### src/rtl/data_mem_arbiter_if.sv
// Requester and memory-side signal bundle for the two-port data memory arbiter.
interface data_mem_arbiter_if #(
  parameter int unsigned ADDRESS_WIDTH = 32,
  parameter int unsigned DATA_WIDTH    = 32
);
  localparam int unsigned BE_WIDTH = 4;

  // requester 0 (CPU load/store) and requester 1 (loader/debug)
  logic                     req0, req1;
  logic                     we0, we1;
  logic [BE_WIDTH-1:0]      be0, be1;
  logic [ADDRESS_WIDTH-1:0] addr0, addr1;
  logic [DATA_WIDTH-1:0]    wd0, wd1;
  logic                     gnt0, gnt1;
  logic                     ack0, ack1;
  logic                     err0, err1;
  logic [DATA_WIDTH-1:0]    rd0, rd1;
  logic                     busy;

  // single-port word memory
  logic                     mem_we;
  logic [ADDRESS_WIDTH-1:0] mem_a;
  logic [DATA_WIDTH-1:0]    mem_wd;
  logic [DATA_WIDTH-1:0]    mem_rd;

  // requesters plus the memory model
  modport master (
    output req0, req1, we0, we1, be0, be1, addr0, addr1, wd0, wd1, mem_rd,
    input  gnt0, gnt1, ack0, ack1, err0, err1, rd0, rd1, busy,
    input  mem_we, mem_a, mem_wd
  );

  // the arbiter
  modport slave (
    input  req0, req1, we0, we1, be0, be1, addr0, addr1, wd0, wd1, mem_rd,
    output gnt0, gnt1, ack0, ack1, err0, err1, rd0, rd1, busy,
    output mem_we, mem_a, mem_wd
  );
endinterface

### src/rtl/data_mem_arbiter.sv
// Round-robin two-requester controller for a single-port word data memory.
// Serialises accesses through IDLE/RD/WR/DONE, merges sub-word stores via a
// read-modify-write, and range-checks word indices against MEM_SIZE.
module data_mem_arbiter #(
  parameter int unsigned ADDRESS_WIDTH = 32,
  parameter int unsigned DATA_WIDTH    = 32,
  parameter int unsigned MEM_SIZE      = 256
) (
  input logic              clk,
  input logic              rst,
  data_mem_arbiter_if.slave bus
);
  localparam int unsigned BE_WIDTH = 4;

  typedef enum logic [1:0] {IDLE, RD, WR, DONE} state_t;

  state_t                  state;
  logic                    last;       // 1: port 1 was served last
  logic                    lat_port;
  logic                    lat_we;
  logic [BE_WIDTH-1:0]     lat_be;
  logic [DATA_WIDTH-1:0]   lat_wd;

  logic                     sel_c;
  logic                     grant_c;
  logic                     we_c;
  logic [BE_WIDTH-1:0]      be_c;
  logic [ADDRESS_WIDTH-1:0] addr_c;
  logic [DATA_WIDTH-1:0]    wd_c;
  logic [ADDRESS_WIDTH-1:0] idx_c;
  logic                     oor_c;

  // byte-lane merge of store data over the old memory word
  function automatic logic [DATA_WIDTH-1:0] merge(input logic [BE_WIDTH-1:0]   be,
                                                  input logic [DATA_WIDTH-1:0] wd,
                                                  input logic [DATA_WIDTH-1:0] old);
    logic [DATA_WIDTH-1:0] m;
    m = old;
    for (int i = 0; i < int'(BE_WIDTH); i++) begin
      if (be[i]) m[8*i +: 8] = wd[8*i +: 8];
    end
    return m;
  endfunction

  // arbitration choice and selected command, grant pulses only in IDLE
  always_comb begin
    sel_c    = 1'b0;
    grant_c  = 1'b0;
    bus.gnt0 = 1'b0;
    bus.gnt1 = 1'b0;
    if (bus.req0 && bus.req1) sel_c = ~last;
    else                      sel_c = bus.req1;
    grant_c  = (state == IDLE) && (bus.req0 || bus.req1);
    bus.gnt0 = grant_c && !sel_c;
    bus.gnt1 = grant_c && sel_c;
    we_c     = sel_c ? bus.we1   : bus.we0;
    be_c     = sel_c ? bus.be1   : bus.be0;
    addr_c   = sel_c ? bus.addr1 : bus.addr0;
    wd_c     = sel_c ? bus.wd1   : bus.wd0;
    idx_c    = addr_c >> 2;
    oor_c    = idx_c >= ADDRESS_WIDTH'(MEM_SIZE);
  end

  // access FSM with registered handshake and memory outputs
  always_ff @(posedge clk or posedge rst) begin
    if (rst) begin
      state      <= IDLE;
      last       <= 1'b1;
      lat_port   <= 1'b0;
      lat_we     <= 1'b0;
      lat_be     <= '0;
      lat_wd     <= '0;
      bus.ack0   <= 1'b0;
      bus.ack1   <= 1'b0;
      bus.err0   <= 1'b0;
      bus.err1   <= 1'b0;
      bus.rd0    <= '0;
      bus.rd1    <= '0;
      bus.busy   <= 1'b0;
      bus.mem_we <= 1'b0;
      bus.mem_a  <= '0;
      bus.mem_wd <= '0;
    end else begin
      bus.ack0   <= 1'b0;
      bus.ack1   <= 1'b0;
      bus.err0   <= 1'b0;
      bus.err1   <= 1'b0;
      bus.mem_we <= 1'b0;
      case (state)
        IDLE: begin
          if (grant_c) begin
            lat_port  <= sel_c;
            lat_we    <= we_c;
            lat_be    <= be_c;
            lat_wd    <= wd_c;
            last      <= sel_c;
            bus.busy  <= 1'b1;
            bus.mem_a <= idx_c;
            if (oor_c || (we_c && (be_c == '0))) begin
              // nothing to touch in memory: complete right away
              state <= DONE;
              if (sel_c) begin
                bus.ack1 <= 1'b1;
                bus.err1 <= oor_c;
                if (!we_c) bus.rd1 <= '0;
              end else begin
                bus.ack0 <= 1'b1;
                bus.err0 <= oor_c;
                if (!we_c) bus.rd0 <= '0;
              end
            end else if (we_c && (be_c == '1)) begin
              state      <= WR;
              bus.mem_we <= 1'b1;
              bus.mem_wd <= wd_c;
            end else begin
              state <= RD;
            end
          end
        end
        RD: begin
          if (lat_we) begin
            state      <= WR;
            bus.mem_we <= 1'b1;
            bus.mem_wd <= merge(lat_be, lat_wd, bus.mem_rd);
          end else begin
            state <= DONE;
            if (lat_port) begin
              bus.ack1 <= 1'b1;
              bus.rd1  <= bus.mem_rd;
            end else begin
              bus.ack0 <= 1'b1;
              bus.rd0  <= bus.mem_rd;
            end
          end
        end
        WR: begin
          state <= DONE;
          if (lat_port) bus.ack1 <= 1'b1;
          else          bus.ack0 <= 1'b1;
        end
        DONE: begin
          state     <= IDLE;
          bus.busy  <= 1'b0;
          bus.mem_a <= '0;
        end
        default: state <= IDLE;
      endcase
    end
  end
endmodule

### src/flat_wrapper.sv
// flat-port wrapper written by rule: the top's interface ports become plain ports
module data_mem_arbiter_flat 
#(
  parameter int unsigned ADDRESS_WIDTH = 32,
  parameter int unsigned DATA_WIDTH    = 32,
  parameter int unsigned MEM_SIZE      = 256
)
  (clk, rst, bus_req0, bus_req1, bus_we0, bus_we1, bus_be0, bus_be1, bus_addr0, bus_addr1, bus_wd0, bus_wd1, bus_mem_rd, bus_gnt0, bus_gnt1, bus_ack0, bus_ack1, bus_err0, bus_err1, bus_rd0, bus_rd1, bus_busy, bus_mem_we, bus_mem_a, bus_mem_wd);
  data_mem_arbiter_if #(.ADDRESS_WIDTH(ADDRESS_WIDTH), .DATA_WIDTH(DATA_WIDTH)) bus_i ();
  input logic clk;
  input logic rst;
  input wire logic [$bits(bus_i.req0)-1:0] bus_req0;
  input wire logic [$bits(bus_i.req1)-1:0] bus_req1;
  input wire logic [$bits(bus_i.we0)-1:0] bus_we0;
  input wire logic [$bits(bus_i.we1)-1:0] bus_we1;
  input wire logic [$bits(bus_i.be0)-1:0] bus_be0;
  input wire logic [$bits(bus_i.be1)-1:0] bus_be1;
  input wire logic [$bits(bus_i.addr0)-1:0] bus_addr0;
  input wire logic [$bits(bus_i.addr1)-1:0] bus_addr1;
  input wire logic [$bits(bus_i.wd0)-1:0] bus_wd0;
  input wire logic [$bits(bus_i.wd1)-1:0] bus_wd1;
  input wire logic [$bits(bus_i.mem_rd)-1:0] bus_mem_rd;
  output wire logic [$bits(bus_i.gnt0)-1:0] bus_gnt0;
  output wire logic [$bits(bus_i.gnt1)-1:0] bus_gnt1;
  output wire logic [$bits(bus_i.ack0)-1:0] bus_ack0;
  output wire logic [$bits(bus_i.ack1)-1:0] bus_ack1;
  output wire logic [$bits(bus_i.err0)-1:0] bus_err0;
  output wire logic [$bits(bus_i.err1)-1:0] bus_err1;
  output wire logic [$bits(bus_i.rd0)-1:0] bus_rd0;
  output wire logic [$bits(bus_i.rd1)-1:0] bus_rd1;
  output wire logic [$bits(bus_i.busy)-1:0] bus_busy;
  output wire logic [$bits(bus_i.mem_we)-1:0] bus_mem_we;
  output wire logic [$bits(bus_i.mem_a)-1:0] bus_mem_a;
  output wire logic [$bits(bus_i.mem_wd)-1:0] bus_mem_wd;
  assign bus_i.req0 = bus_req0;
  assign bus_i.req1 = bus_req1;
  assign bus_i.we0 = bus_we0;
  assign bus_i.we1 = bus_we1;
  assign bus_i.be0 = bus_be0;
  assign bus_i.be1 = bus_be1;
  assign bus_i.addr0 = bus_addr0;
  assign bus_i.addr1 = bus_addr1;
  assign bus_i.wd0 = bus_wd0;
  assign bus_i.wd1 = bus_wd1;
  assign bus_i.mem_rd = bus_mem_rd;
  assign bus_gnt0 = bus_i.gnt0;
  assign bus_gnt1 = bus_i.gnt1;
  assign bus_ack0 = bus_i.ack0;
  assign bus_ack1 = bus_i.ack1;
  assign bus_err0 = bus_i.err0;
  assign bus_err1 = bus_i.err1;
  assign bus_rd0 = bus_i.rd0;
  assign bus_rd1 = bus_i.rd1;
  assign bus_busy = bus_i.busy;
  assign bus_mem_we = bus_i.mem_we;
  assign bus_mem_a = bus_i.mem_a;
  assign bus_mem_wd = bus_i.mem_wd;
  data_mem_arbiter #(.ADDRESS_WIDTH(ADDRESS_WIDTH), .DATA_WIDTH(DATA_WIDTH), .MEM_SIZE(MEM_SIZE)) u_core (.clk(clk), .rst(rst), .bus(bus_i));
endmodule
### config.mk
export PLATFORM = sky130hd
export DESIGN_NAME = data_mem_arbiter_flat
export DESIGN_NICKNAME = d
export VERILOG_FILES = /design/src/rtl/data_mem_arbiter_if.sv /design/src/rtl/data_mem_arbiter.sv /design/src/flat_wrapper.sv
export SDC_FILE = /design/constraint.sdc
export NUM_CORES = 1
export LEC_CHECK = 0
export ABC_AREA = 1
export ABC_CLOCK_PERIOD_IN_PS = 4700
export BUFFER_PORTS_ARGS = -buffer_cell sky130_fd_sc_hd__buf_2
export CORE_MARGIN = 10
export CORE_UTILIZATION = 28
export DETAILED_ROUTE_END_ITERATION = 6
export PLACE_DENSITY = 0.58
export SYNTH_ARGS = -nofsm -noshare
export SYNTH_HDL_FRONTEND = slang
export SYNTH_SLANG_ARGS = --single-unit
### constraint.sdc
create_clock -name clk -period 4.7 [get_ports clk]
set_input_delay 0.47 -clock clk [delete_from_list [all_inputs] [get_ports clk]]
set_output_delay 0.47 -clock clk [all_outputs]
set_load 0.02 [all_outputs]
# [After elaboration in Yosys (flattened, before gate mapping)]
# Index checks and enable logic that the tools add are counted.
[totals] rom_bits=0 ram_bits=0 out_inout_bits=136 latchBits=0 wordCells=112 input_bits=174 mem_count=0 regBits=175
[op_classes] n_eq_ne=15 mul=0 magnitude_cmp=1 addsub=0 bitwise=1 div=0 n_reduce_logical=18 mux=61 n_shift=0
[op_table] op="$mux W32" n=18
[op_table] op="$pmux W32 S2" n=4
[op_table] op="$mux W8" n=4
[op_table] op="$ge A30 B9 Y1 const B" n=1
[op_table] op="$mux W1" n=26
[op_table] op="$ne A2 B2 Y1 const B" n=7
[op_table] op="$reduce_and A7 Y1" n=2
[op_table] op="$ne A2 B1 Y1 const B" n=4
[op_table] op="$pmux W2 S4" n=1
[op_table] op="$logic_and A1 B1 Y1" n=6
[op_table] op="$mux W2" n=3
[op_table] op="$pmux W1 S3" n=2
[op_table] op="$reduce_and A5 Y1" n=1
[op_table] op="$eq A2 B2 Y1 const B" n=2
[op_table] op="$eq A4 B4 Y1 const B" n=1
[op_table] op="$logic_not A4 Y1" n=1
[op_table] op="$mux W4" n=1
[op_table] op="$pmux W1 S2" n=2
[op_table] op="$reduce_and A2 Y1" n=2
[op_table] op="$reduce_bool A2 Y1" n=2
[op_table] op="$eq A2 B1 Y1 const B" n=1
[op_table] op="$logic_not A2 Y1" n=1
[op_table] op="$logic_or A1 B1 Y1" n=2
[op_table] op="$logic_not A1 Y1" n=1
[op_table] op="$not A1 Y1" n=1

# [Longest topological paths before layout]
[logic_depth] word_depth=9 mapped_depth=15 mapped_depth_nobuf=13

# [Least setup slack after synthesis]
# Ideal clock, no wire load.
[synth_timing] path_type="reg-to-reg" from="register u_core.last" to="register u_core.bus.mem_wd[0]" setup_slack_ps=2687 required_time_ps=4583 period_less_slack_ps=2013 stages_incl_launch_ff=16 n_path_buf=2 setup_ps=117 t_arrival_ps=1896 cell_sequence="dfstp_2 > nand2_1 > nand2_2 > inv_2 > buf_6 > nand2_1 > nand2_1 > nor2_1 > nand2_1 > nor2_1 > nand3_1 > nand2_2 > nand2_2 > buf_6 > nand2_1 > nand2_1"
[synth_between] elab_chain_cells=8 word_cells_on_any_way=19 cone_classes="1 x order compare; 3 x eq/ne; 9 x mux; 1 x bitwise; 5 x reduce/logical"
[synth_lines] item="from (decl)" line="data_mem_arbiter.sv:18" rtl="logic last;"
[synth_lines] item="from (signal assigned)" line="data_mem_arbiter.sv:96" rtl="last <= sel_c;"
[synth_lines] item="$not A1 Y1 *" line="data_mem_arbiter.sv:51" rtl="if (bus.req0 && bus.req1) sel_c = ~last;"
[synth_lines] item="$mux W1 *" line="data_mem_arbiter.sv:51"
[synth_lines] item="branches (longest 6 deep; another with $ge A30 B9 Y1)"
[synth_lines] item="to (signal assigned)" line="data_mem_arbiter.sv:114" rtl="bus.mem_wd <= wd_c;"
[synth_lines] item="to (signal assigned)" line="data_mem_arbiter.sv:124" rtl="bus.mem_wd <= merge(lat_be, lat_wd, bus.mem_rd);"
[synth_lines] item="to (decl)" line="data_mem_arbiter_if.sv:37" rtl="output mem_we, mem_a, mem_wd"
# Mark *: on every way between the ends. The select of a mux whose other input is x is not followed.
# A chain may end at the register's enable or synchronous reset.

# [Final worst setup path]
[layout_timing] from="register u_core.last" to="register u_core.bus.rd1[20]"
[layout_between] elab_chain_cells=8 word_cells_on_any_way=13 cone_classes="1 x order compare; 3 x eq/ne; 4 x mux; 1 x bitwise; 4 x reduce/logical"
[layout_lines] item="$not A1 Y1 *" line="data_mem_arbiter.sv:51"
[layout_lines] item="$mux W1 *" line="data_mem_arbiter.sv:51"
[layout_lines] item="branches (longest 5 deep; another with $ge A30 B9 Y1)"
[layout_lines] item="$reduce_and A7 Y1 (no source line) *"
[layout_lines] item="to (signal assigned)" line="data_mem_arbiter.sv:129" rtl="bus.rd1 <= bus.mem_rd;"
[layout_lines] item="to (decl)" line="data_mem_arbiter_if.sv:36" rtl="output gnt0, gnt1, ack0, ack1, err0, err1, rd0, rd1, busy,"
# Mark *: on every way between the ends.

==> results.json <==
{
  "fp.dieH_um": 195.9,
  "drv_cap": 0,
  "end_kind": "flop",
  "cts-root-buf": "clkbuf_16",
  "crit_required_ps": 5070,
  "critical_path_class": "flop to flop",
  "synth_top_area_share": 0.4968,
  "fin_crit_sh": 0.7171,
  "maxSlewViolCount": 0,
  "grt_antenna_before_repair": 1,
  "fp.coreArea_um2": 30590,
  "synth-main-ff-cell": "dfrtp_1",
  "nFillCells": 3312,
  "grt.total_usage": 0.1603,
  "timing.critical_path.slowest_cell_delay_ps": 560,
  "tightest_slew_ps": 939.8,
  "yosysMostFrequentCell": "nand2_1",
  "grt_max_degree": 134,
  "synth_commonest_cells": "369 x nand2_1, 172 x dfrtp_1, 122 x nand3_1",
  "fin_nets": 1554,
  "drt_iter0_drc": 394,
  "fin_tns_setup_ps": 0,
  "grt_overflow": 0,
  "synth.area.top_cells": "dfrtp_1 50%, nand2_1 16%, nand3_1 7.0%",
  "hpwlAfterDp_um": 23100,
  "htree_levels": 4,
  "netlist_instances": 1109,
  "ys_warn_count": 0,
  "synth.distinct_cells": 29,
  "cp.buffers_inverters": 5,
  "min_path_type": "input port to asynchronous set/reset pin",
  "cts_tree": "yes",
  "p_leak_nw": 6.317,
  "io_pins": 310,
  "crit_fanout": 41,
  "seq_area_frac_synth": 0.4999,
  "cts_buffers": 17,
  "cts_resized": 0,
  "core.rowCount": 64,
  "clock-sinks": 173,
  "relSlewSlack": 0.3721,
  "dieArea_um2": 38380,
  "finClkSkew_ps": 12.98,
  "postCtsHoldBufs": 0,
  "io_buffer_count": 303,
  "cpMaxStageDelayCell": "dfstp_2",
  "max-vdd-ir-drop_mv": 0.3407,
  "rsz0062_at_grt": "false",
  "fmax_ghz": 0.2967,
  "die_w_um": 195.9,
  "cts_max_path_buffers": 2,
  "hold_viol": 0,
  "status": "finished, final reports clean",
  "wire_per_inst_um": 17.47,
  "start_util": 0.2832,
  "holdWs_ps": 229.1,
  "dr.pass1.iters": 5,
  "route.detailed.drc": 0,
  "gp_congestion": 0.8578,
  "clk_latency_ps": 440,
  "area_growth_pct": 27.51,
  "async_flop_share": 1.000,
  "via_count": 8298,
  "drtAntennaViolNets": 0,
  "netlist_area_um2": 8663,
  "start_kind": "flop",
  "ys_seq_elements": 173,
  "drive_above_1_share": 0.2621,
  "pwr_density_cell_nw_per_um2": 688.1,
  "arrival_ps": 3740,
  "period_minus_slack_ps": 3370,
  "wirelength_um": 31200,
  "first_global_vias": 8653,
  "synth_edf_count": 0,
  "grt_pass1_wl_um": 49290,
  "setup_viol": 0,
  "synth_top_area_cell": "dfrtp_1",
  "clk_pin_slew_worst_paths_ps": 70,
  "worstPathCellList": "nand2_1 -> buf_4 -> nand2_4 -> buf_4 -> nand2_1 -> nand2_1 -> inv_2 -> nor2_1 -> nand3_1 -> nand4_1 -> buf_4 -> buf_4 -> nand3_1 -> nand2_1",
  "avgSynthCellArea_um2": 7.812,
  "cts_setup_buffers": 0,
  "critPathTopFamily": "buffers and inverters",
  "via_per_inst": 4.646
}
-- worst paths after layout --
| check | from | to | slack [ps] | depth (start not counted) |
|---|---|---|---|---|
| min in group clk | bus_addr0[8] | u_core.bus.mem_a[6]$_DFFE_PP0P_ | 340 | 3 |
| setup reg to reg | u_core.last$_DFFE_PP1P_ | u_core.bus.rd1[20]$_DFFE_PP0P_ | 1330 | 14 |
| setup / recovery | u_core.last$_DFFE_PP1P_ | u_core.bus.rd1[20]$_DFFE_PP0P_ | 1330 | 14 |
| hold / removal | rst | u_core.bus.rd1[3]$_DFFE_PP0P_ | 230 | 2 |
| hold reg to reg | u_core.bus.rd0[19]$_DFFE_PP0P_ | u_core.bus.rd0[19]$_DFFE_PP0P_ | 470 | 2 |
| max in group asynchronous | rst | u_core.lat_wd[26]$_DFFE_PP0P_ | 3210 | 3 |
-- metrics by stage --
step                      power (mW)  area, um^2  cells    util  worst slack [ps]
after floorplan                4.968        8671   1110       -              2020
after global placement         6.279       10480   1753  0.3427              1234
after detailed placement       6.325       10480   1753  0.3427              1226
after CTS                      7.714       11040   1785  0.3611              1269
after global routing           8.241       11050   1786  0.3611             988.9
final                          7.602       11050   1786  0.3611              1330
-- layout by cell type (no fill, tap or decap), types with 5 or more instances in the layout --
| master | count |
|---|---|
| buf_4 | 14 |
| clkbuf_16 | 17 |
| nand3b_1 | 8 |
| clkinv_4 | 5 |
| nand3_1 | 122 |
| o32ai_1 | 8 |
| o22ai_1 | 45 |
| inv_1 | 89 |
| o21ai_0 | 86 |
| nor2_1 | 75 |
| dfrtp_1 | 172 |
| buf_2 | 303 |
| nand2_1 | 369 |
| mux2i_1 | 32 |
-- cell families (layout without fill, tap and decap cells) --
| family | after synthesis | after routing | share of synthesized area |
|---|---|---|---|
| other cells | 1 | 3 | 0.0004329 |
| mux | 32 | 32 | 0.03697 |
| simple gates | 584 | 584 | 0.2761 |
| flops | 173 | 173 | 0.4999 |
| fa+ha+maj | 4 | 4 | 0.005777 |
| compound gates | 148 | 148 | 0.09662 |
| buf+inv | 167 | 446 | 0.08420 |
-- final cells by class --
| cell class | count | area (um^2) | share of cell area |
|---|---|---|---|
| Multi-Input combinational cell | 770 | 3651 | 0.3305 |
| Sequential cell | 173 | 4330 | 0.3920 |
| Antenna cell | 1 | 2.502 | 0.0002265 |
| Inverter | 96 | 364.1 | 0.03296 |
| Tap cell | 396 | 495.5 | 0.04485 |
| Clock inverter | 15 | 136.4 | 0.01235 |
| Clock buffer | 17 | 425.4 | 0.03851 |
| Timing Repair Buffer | 318 | 1642 | 0.1486 |
-- registers in the layout, summed over array words and instances, names as in the netlist --
register,flops
u_core.bus.mem_wd,32
u_core.bus.busy,1
u_core.bus.mem_a,30
u_core.bus.mem_we,1
u_core.bus.err1,1
u_core.bus.err0,1
u_core.lat_wd,32
u_core.lat_we,1
u_core.bus.ack1,1
u_core.state,2
u_core.bus.ack0,1
u_core.bus.rd0,32
u_core.lat_be,4
u_core.last,1
u_core.lat_port,1
u_core.bus.rd1,32
-- power by group --
part / leakage (nW) / total, mW / switching, mW / internal (mW)
Sequential: 2.25 / 2.55 / 0.398 / 2.15
Clock: 0.272 / 1.36 / 0.666 / 0.697
Combinational: 3.79 / 3.69 / 2.59 / 1.10
Total: 6.32 / 7.60 / 3.65 / 3.95
-- worst reg2reg max path, stage by stage, from the launching register on --
cell     delay (ps)
dfstp_2         560
nand2_1          60
buf_4           200
nand2_4         290
buf_4           410
nand2_1          80
nand2_1         180
inv_2            80
nor2_1           90
nand3_1         120
nand4_1         230
buf_4           320
buf_4           430
nand3_1         150
nand2_1         110
-- layer usage --
layer	GRT usage	vias to the layer above	routed length, um
li1	-	4120	-
met1	0.2034	3900	14030
met2	0.2595	255	14650
met3	0.04791	23	2085
met4	0.04242	0	433
met5	0	-	0
Power figures use the tool's default switching activity.
